<file path="src/rtl/uart_rx_frame.sv">
// UART receive framer: oversamples RX_IN at Prescale clocks per bit, majority-votes
// three mid-bit samples, and emits one registered result pulse per frame.
module uart_rx_frame #(
  parameter int Data_width     = 8,
  parameter int Prescale_width = 6
) (
  input  logic                      CLK,
  input  logic                      RST,
  input  logic                      RX_IN,
  input  logic [Prescale_width-1:0] Prescale,
  input  logic                      PAR_EN,
  input  logic                      PAR_TYP,
  output logic [Data_width-1:0]     P_DATA,
  output logic                      data_valid,
  output logic                      par_err,
  output logic                      stp_err
);

  localparam int BitCntW = (Data_width > 1) ? $clog2(Data_width) : 1;
  localparam logic [Prescale_width-1:0] One = Prescale_width'(1);
  localparam logic [Prescale_width-1:0] Two = Prescale_width'(2);

  typedef enum logic [2:0] {
    S_IDLE,
    S_START,
    S_DATA,
    S_PARITY,
    S_STOP
  } state_t;

  state_t r_state;
  state_t w_next_state;

  logic [Prescale_width-1:0] r_presc;
  logic [Prescale_width-1:0] r_edge_cnt;
  logic [BitCntW-1:0]        r_bit_cnt;
  logic                      r_par_en;
  logic                      r_par_typ;
  logic                      r_par_fail;
  logic [2:0]                r_samples;
  logic [Data_width-1:0]     r_data;

  logic [Prescale_width-1:0] w_half;
  logic                      w_last_tick;
  logic                      w_result_tick;
  logic                      w_vote;
  logic                      w_last_bit;
  logic                      w_par_bad;
  logic                      w_frame_good;

  assign w_half        = r_presc >> 1;
  assign w_last_tick   = (r_edge_cnt == r_presc - One);
  // Outputs are loaded one tick early so the registered pulse lands on edge_cnt = P-1.
  assign w_result_tick = (r_edge_cnt == r_presc - Two);
  assign w_vote        = (r_samples[0] & r_samples[1]) |
                         (r_samples[0] & r_samples[2]) |
                         (r_samples[1] & r_samples[2]);
  assign w_last_bit    = (r_bit_cnt == BitCntW'(Data_width - 1));
  assign w_par_bad     = (w_vote != ((^r_data) ^ r_par_typ));
  assign w_frame_good  = w_vote & ~r_par_fail;

  always_ff @(posedge CLK) begin
    // NOTE: sequential state uses non-blocking assignments so all registers update together.
    if (RST) begin
      r_state <= S_IDLE;
    end else begin
      r_state <= w_next_state;
    end
  end

  always_comb begin
    // NOTE: default assigned first so every path drives w_next_state and no latch is inferred.
    w_next_state = r_state;
    case (r_state)
      S_IDLE:   if (!RX_IN) w_next_state = S_START;
      S_START:  if (w_last_tick) w_next_state = w_vote ? S_IDLE : S_DATA;
      S_DATA:   if (w_last_tick && w_last_bit) w_next_state = r_par_en ? S_PARITY : S_STOP;
      S_PARITY: if (w_last_tick) w_next_state = S_STOP;
      S_STOP:   if (w_last_tick) w_next_state = S_IDLE;
      default:  w_next_state = S_IDLE;
    endcase
  end

  always_ff @(posedge CLK) begin
    if (RST) begin
      r_presc    <= '0;
      r_edge_cnt <= '0;
      r_bit_cnt  <= '0;
      r_par_en   <= 1'b0;
      r_par_typ  <= 1'b0;
      r_par_fail <= 1'b0;
      r_samples  <= '0;
      r_data     <= '0;
      P_DATA     <= '0;
      data_valid <= 1'b0;
      par_err    <= 1'b0;
      stp_err    <= 1'b0;
    end else begin
      data_valid <= 1'b0;
      par_err    <= 1'b0;
      stp_err    <= 1'b0;
      if (r_state == S_IDLE) begin
        r_edge_cnt <= '0;
        r_bit_cnt  <= '0;
        // The detect cycle is tick 0 of the start bit; frame settings freeze here.
        if (!RX_IN) begin
          r_edge_cnt <= One;
          r_presc    <= Prescale;
          r_par_en   <= PAR_EN;
          r_par_typ  <= PAR_TYP;
          r_par_fail <= 1'b0;
        end
      end else begin
        r_edge_cnt <= w_last_tick ? '0 : r_edge_cnt + One;
        if (r_edge_cnt == w_half - One) r_samples[0] <= RX_IN;
        if (r_edge_cnt == w_half)       r_samples[1] <= RX_IN;
        if (r_edge_cnt == w_half + One) r_samples[2] <= RX_IN;

        if (w_last_tick && r_state == S_DATA) begin
          r_data[r_bit_cnt] <= w_vote;
          r_bit_cnt         <= w_last_bit ? '0 : r_bit_cnt + BitCntW'(1);
        end

        if (w_last_tick && r_state == S_PARITY && w_par_bad) begin
          r_par_fail <= 1'b1;
        end

        if (w_result_tick && r_state == S_STOP) begin
          stp_err    <= ~w_vote;
          par_err    <= r_par_fail;
          data_valid <= w_frame_good;
          if (w_frame_good) P_DATA <= r_data;
        end
      end
    end
  end

endmodule

</file>
<file path="config.mk">
export PLATFORM = sky130hd
export DESIGN_NAME = uart_rx_frame
export DESIGN_NICKNAME = d
export VERILOG_FILES = /design/src/rtl/uart_rx_frame.sv
export SDC_FILE = /design/constraint.sdc
export NUM_CORES = 1
export LEC_CHECK = 0
export CAP_MARGIN = 5
export CORE_UTILIZATION = 55
export CTS_BUF_LIST = sky130_fd_sc_hd__clkbuf_2 sky130_fd_sc_hd__clkbuf_4 sky130_fd_sc_hd__clkbuf_8
export DETAILED_ROUTE_END_ITERATION = 12
export GPL_ROUTABILITY_DRIVEN = 1
export HOLD_SLACK_MARGIN = 0.05
export PLACE_DENSITY = 0.74
export SYNTH_ARGS = -nofsm -noshare
export SYNTH_HDL_FRONTEND = slang
export SYNTH_SLANG_ARGS = --single-unit
</file>
<file path="constraint.sdc">
create_clock -name CLK -period 2.65 [get_ports CLK]
set_input_delay 0.53 -clock CLK [delete_from_list [all_inputs] [get_ports CLK]]
set_output_delay 0.53 -clock CLK [all_outputs]
set_load 0.01 [all_outputs]
</file>
==> results of run 1 <==
## cell usage in the layout, fill, tap and decap left out, types with 7 or more instances in the layout
master / netlist / layout
ha_1: 7 / 7
o21ai_0: 8 / 8
mux2i_1: 20 / 20
nand2b_1: 26 / 26
nor2_1: 20 / 20
buf_4: 2 / 13
nand2_1: 30 / 30
a21oi_1: 16 / 16
xor2_1: 13 / 13
nor3_1: 10 / 10
nand3_1: 10 / 10
xnor2_1: 17 / 17
dfxtp_1: 43 / 43
clkdlybuf4s50_1: 0 / 21
## flip-flops by register name, summed over array words and instances (netlist names)
| signal | cells |
|---|---|
| data_valid | 1 |
| r_data | 8 |
| r_samples | 3 |
| stp_err | 1 |
| r_par_typ | 1 |
| par_err | 1 |
| r_par_en | 1 |
| r_bit_cnt | 3 |
| P_DATA | 8 |
| r_presc | 6 |
| r_par_fail | 1 |
| r_state | 3 |
| r_edge_cnt | 6 |
## worst max-delay path: stages, from the launching register on
cell and delay [ps]:
dfxtp_1 440, inv_1 70, ha_1 230, and2_1 190, o21a_1 190, o31a_1 370, buf_4 230, nor4_2 340
mux2i_1 240
## report_power, final
part	leakage [nW]	switching, mW	internal (mW)
registers	0.348	0.0388	0.672
logic	0.706	0.239	0.169
clock network	0.0581	0.235	0.281
total	1.11	0.513	1.12
## cell families after synthesis
kind of cell | Yosys count
AOI/OAI and AO/OA | 43
and+or+nand+nor | 125
buffers and inverters | 28
DFF | 43
adders and majority gates | 8
xor gates and xnor gates | 33
muxes | 20
## routing by layer
| metal | global-route usage [%] | vias to the layer above | wire [µm] |
|---|---|---|---|
| li1 | - | 1072 | - |
| met5 | 0 | - | 0 |
| met4 | 5.78 | 0 | 62 |
| met3 | 4.27 | 8 | 366 |
| met1 | 36.2 | 997 | 2690 |
| met2 | 36.3 | 72 | 2390 |
## stage by stage
step	hold WS (ps)	cells	area (µm²)	worst slack (ps)	power, mW
floorplan	449	300	2630	471	1.02
global placement	461	363	2880	364	1.11
detailed placement	463	363	2880	254	1.12
CTS	476	371	2990	222	1.64
global route	501	371	3000	124	1.71
finish	472	371	3000	289	1.63
## repair_timing
item,4_1_cts,5_1_grt
hold buffers,0,0
resized for setup,0,1
setup endpoints to repair,0,1
## synthesized netlist by cell type, drive strengths merged, types with 2 or more instances
| library cell | count |
|---|---|
| nor4 | 5 |
| nor4b | 4 |
| xor2 | 14 |
| dfxtp | 43 |
| nand2b | 26 |
| mux2i | 20 |
| a2111oi | 2 |
| nor3 | 11 |
| o2111ai | 2 |
| nand2 | 30 |
| inv | 5 |
| and3 | 2 |
| o211ai | 4 |
| nand4b | 2 |
| nand3 | 10 |
| xnor2 | 18 |
| a21boi | 2 |
| nor3b | 5 |
| ha | 7 |
| clkbuf | 10 |
| nor2 | 21 |
| o21ai | 9 |
| buf | 13 |
| o211a | 2 |
| nand4 | 3 |
| a21oi | 16 |
## how the worst max path moves through the flow
stage	startpoint	to	slack (ps)	cells past startpoint
finish	r_presc[0]	r_data[3]	290	8
global route	r_presc[0]	r_data[6]	120	8
detailed placement	r_presc[1]	r_bit_cnt[1]	250	7
global placement	r_presc[0]	r_data[5]	360	8
floorplan	r_presc[1]	r_data[3]	470	10
CTS	r_presc[1]	r_bit_cnt[1]	220	7
## cell type report
type	instances	area (µm²)	area share [%]
multi-input cells	229	1640	54.5
flip-flops and latches	43	861	28.7
repair buffers	34	308	10.2
clock buffers	5	68.8	2.29
well taps	52	65.1	2.17
clock inverters	3	43.8	1.46
inverters	5	18.8	0.625
==> impl_results.md, run 1 <==
- Run status: finished, violations left
- Failing checks: design-rule violations
- CP Data Required Time: between 2000 and 3000 ps
- Syn Inst Count: 300
- Synth Register Bits: 43
- Static leakage: 1.11 nW
- Share of cells above drive strength 1: 11.9%
- Initial DRC Count: around 130
- CTS max path bufs: 2
- Max Cap Viol: 0
- Syn Std Cell Area: 0.00263 mm²
- Synth Area in Compound Gates: 11.0%
- Min-Delay Endpoint: r_par_typ
- Largest family of logic cells by synthesized area: simple AND/OR/NAND/NOR gates
- Worst min-delay path startpoint: r_par_typ
- H-Tree Depth: 2
- All-Layer GR Usage: 24.3%
- Antenna-violating nets left: 0
- Register area share after synthesis: 32.7%
- Vias per inst: 5.79
- Post-synth EDFFs: 0
- Count of clock tree sinks: 43
- Adder-Cell Fraction of Synth Area: 3.71%
- Core Region: 0.00447 mm²
- Fillers: 378
- Syn nets: about 320
- CP Capture Type: register
- Worst setup SP type: register
- Clock Latency Late Sink: 300 ps
- I/O pin cnt: 22
- Yosys Warn Count: 0
- Setup tns final: 0 ps
- Mapped Avg Cell Area: 8.77 µm²
- Clock-pin transition on the worst setup and hold timing paths: ~90 ps
- FF-to-FF setup slack: 290 ps
- DRT Pass-1 Iters: 9
- Die area: 0.00506 mm²
- Final setup vio count: 0
- Final critical-path required period: roughly 2400 ps
- Hold crit path type: register to register
- Util after Layout: 67.1%
- RD Place Congestion: 0.858
- Top area cells in the synthesized netlist: dfxtp_1 (33%), mux2i_1 (7.6%), nand2b_1 (6.2%), xnor2_1 (5.7%), xor2_1 (4.3%)
- Skew final: about 8.7 ps
- Cts bufs inserted: 5
- Worst reg2reg path endpoint: r_data[3]
- Max transition margin: 59.7%
- Worst Tran Pin Value: ~600 ps
- Max FO, Critical Path: 12
- Clock root cell: clkbuf_8
- Post-CTS setup buffers: 0
- Worst r2r path cells: 8
- Critical path class: register to register
- # rows: 24
- Vias in the first global route: roughly 2000
- Max VDD drop: 0.000356 V
- Multiplexer area fraction after synthesis: 7.61%
- Largest net degree at the start of global routing: 21
- Tcrit/Tclk final: 89.1%
- Netlist cell types: 53
- Final Max Tran Viols: 0
- Routed Wire Length: 5500 µm
- Hold Crit Depth: 2
- Commonest register cell after synthesis: dfxtp_1
- CTS tree: yes
- Drt drc: 1
- XOR/XNOR Fraction of Synth Area: 12.1%
- Top cell type by total area after synthesis: dfxtp_1
- Fin. Hold Viols: 0
- Data arrival time of the worst path: 2590 ps
- Synth Area in Simple Gates: a little over a quarter
- Vias: 2149
- Synth-to-layout area growth: 14.1%
- Post-detail-place hpwl: 4100 µm
- Max Freq: 0.424 GHz
- Pwr dens: 544 mW/mm²
- Starting density of the core: 58.8%
- Die Ht: 71.2 µm
- Die X: just over 70 µm
- Nets: 336
- Antenna violations before repair: 0
- Port bufs: 21
- RSZ-0062 raised after global routing: no
- Wirelength per Cell: 14.8 µm
- Share of the synthesized area in the top cell type: 32.7%
- First-pass GRT wire length: 9800 µm
- ANT cells: 0
- Total gr overflow: 0
- Reg2reg start: r_presc[0]
- Share of flip-flops with an asynchronous set or reset: 0%
(Power assumes the default switching activity.)
==> run 2: changes to the inputs <==
- CTS_CLUSTER_SIZE: not set -> 8
==> results of run 2 <==
No change in the layout: final DEF, timing and power equal those of run 1.
==> run 3: changes to the inputs <==
- SETUP_SLACK_MARGIN: not set -> 0.5
==> impl_results.md, run 3 (same netlist as run 1, synthesis figures left out) <==
- Clock Latency Late Sink: 300 ps
- Worst min-delay path startpoint: r_par_typ
- Biggest regs: P_DATA x8, r_data x8
- Vias: 2258
- Min Hold Slack: 472 ps
- Max VDD drop: 0.000334 V
- Share of cells above drive strength 1: 19.8%
- Hold buffer count at cts: 0
- Max transition margin: between 50% and 60%
- Worst path slowest cell: dfxtp_2
- Util after Layout: 72.2%
- Skew final: 11.4 ps
- Top Metal Used: met4
- Clock root cell: clkbuf_8
- Die X: 71.2 µm
- Max Freq: about 0.47 GHz
- RD Place Congestion: 0.861
- DP Area: 0.00288 mm²
- Total gr overflow: 0
- Pwr dens: 509 mW/mm²
- CP Capture Type: register
- ANT cells: 0
- Final critical-path required period: 2130 ps
- Wirelength per Cell: between 15 and 20 µm
- Tcrit/Tclk final: 80.3%
- Final setup vio count: 0
- CTS tree: yes
- Run status: finished, violations left
- Most frequent cells in the layout: dfxtp_1 (39), nand2_1 (30), nand2b_1 (26)
- Total power: 1.64 mW
- Fillers: 357
- DRT Pass-1 Iters: 9
- Critical path class: register to register
- Nets: 351
- Die Ht: 71.2 µm
- Commonest non-fill, non-tap cell in the layout: dfxtp_1
- Routed Wire Length: 6100 µm
- # rows: 24
- Antenna-violating nets left: 0
- Critical path's largest stage delay: ~330 ps
- First-pass GRT wire length: around 9500 µm
- RSZ-0062 raised after global routing: yes
- Fin area: 0.00323 mm²
- Static leakage: 1.23 nW
- Drt drc: 1
- Data arrival time of the worst path: 2350 ps
- Die area: ~0.0051 mm²
- Vias in the first global route: 1988
- FF-to-FF setup slack: 520 ps
- Post-detail-place hpwl: approximately 4000 µm
- Met2 wire len: 2730 µm
- Fin. Hold Viols: 0
- Antenna violations before repair: 0
- Starting density of the core: 58.8%
- H-Tree Depth: 2
- Max FO, Critical Path: 5
- Core Region: 0.00447 mm²
- Reg2reg start: r_presc[1]
- Min-Delay Endpoint: r_par_typ
- Max Cap Viol: 0
- Worst setup SP type: register
- Worst r2r path cells: 8
- Vias per inst: roughly 5.8
- Synth-to-layout area growth: 22.8%
- CTS max path bufs: 2
- Metal3 WL: approximately 380 µm
- Port bufs: 21
- Hold Crit Depth: 2
- Largest net degree at the start of global routing: 21
- Final Max Tran Viols: 0
- Worst reg2reg path endpoint: r_data[6]
- CP Cell Sequence: inv_2, ha_2, xnor2_1, nor2_2, o2111ai_4, buf_8, nor4b_4, mux2i_1
- Hold crit path type: register to register
- Cts bufs inserted: 5
- I/O pin cnt: 22
- Count of clock tree sinks: 43
- Worst Tran Pin Value: 622 ps
- CP Data Required Time: 2880 ps
- Clock-pin transition on the worst setup and hold timing paths: 90 ps
- Failing checks: design-rule violations
- M1 wire length: 2890 µm
- Setup tns final: 0 ps
- Initial DRC Count: ~210
- All-Layer GR Usage: 24.0%
run 3: cell count changes in the layout (fill, tap and decap cells not counted), sizes merged:
cell / before / now
clkinvlp: 0 / 1
bufinv: 1 / 0
o31a: 1 / 2
clkbuf: 5 / 6
clkinv: 2 / 1
buf: 13 / 27
run 3: where the power goes:
part           internal, mW  switching, mW  total, mW
Sequential            0.673         0.0417      0.714
Combinational         0.222          0.271      0.493
Clock                 0.195          0.241      0.436
run 3: worst max-delay path: cells and delay by family (launching register included):
kind / cells / cell delay (ps)
adder cells (fa/ha/maj): 1 / 280
flip-flops: 1 / 330
XOR/XNOR: 1 / 150
AO/OA/AOI/OAI: 1 / 220
AND/OR/NAND/NOR: 2 / 520
buffers and inverters: 2 / 310
multiplexers: 1 / 240
run 3: cell type report:
| type | instances | area [µm²] | share of cell area [%] |
|---|---|---|---|
| tap | 52 | 65.1 | 2.01 |
| clock buffer | 6 | 76.3 | 2.36 |
| clock inverter | 2 | 12.5 | 0.387 |
| multi-input combinational | 230 | 1750 | 54.1 |
| inverter | 5 | 18.8 | 0.581 |
| timing repair buffer | 48 | 440 | 13.6 |
| sequential | 43 | 868 | 26.9 |
run 3: what timing repair did:
item | CTS | global route
buffers inserted | 6 | 8
endpoints found under the setup margin | 23 | 17
gates cloned | 0 | 1
pin swaps | 3 | 9
gates resized for setup | 13 | 18
run 3: metrics by stage:
stage / std cells / setup slack [ps]
2_1_floorplan: 300 / 508
3_3_place_gp: 363 / 333
3_5_place_dp: 363 / 262
4_1_cts: 377 / 489
5_1_grt: 386 / 419
6_report: 386 / 523
run 3: worst max path at each step:
stage | start | slack [ps] | endpoint
6_report | r_presc[1] | 520 | r_data[6]
5_1_grt | r_presc[1] | 420 | r_data[6]
3_3_place_gp | r_presc[0] | 330 | r_data[5]
4_1_cts | r_presc[0] | 490 | r_data[0]
3_5_place_dp | r_presc[1] | 260 | r_bit_cnt[1]
2_1_floorplan | r_presc[1] | 510 | r_data[3]
run 3: layer usage:
layer  track usage [%]  vias up
met1              35.2     1055
met3              3.85       15
met5                 0        -
met2              35.7       81
met4              8.22        0
li1                  -     1107
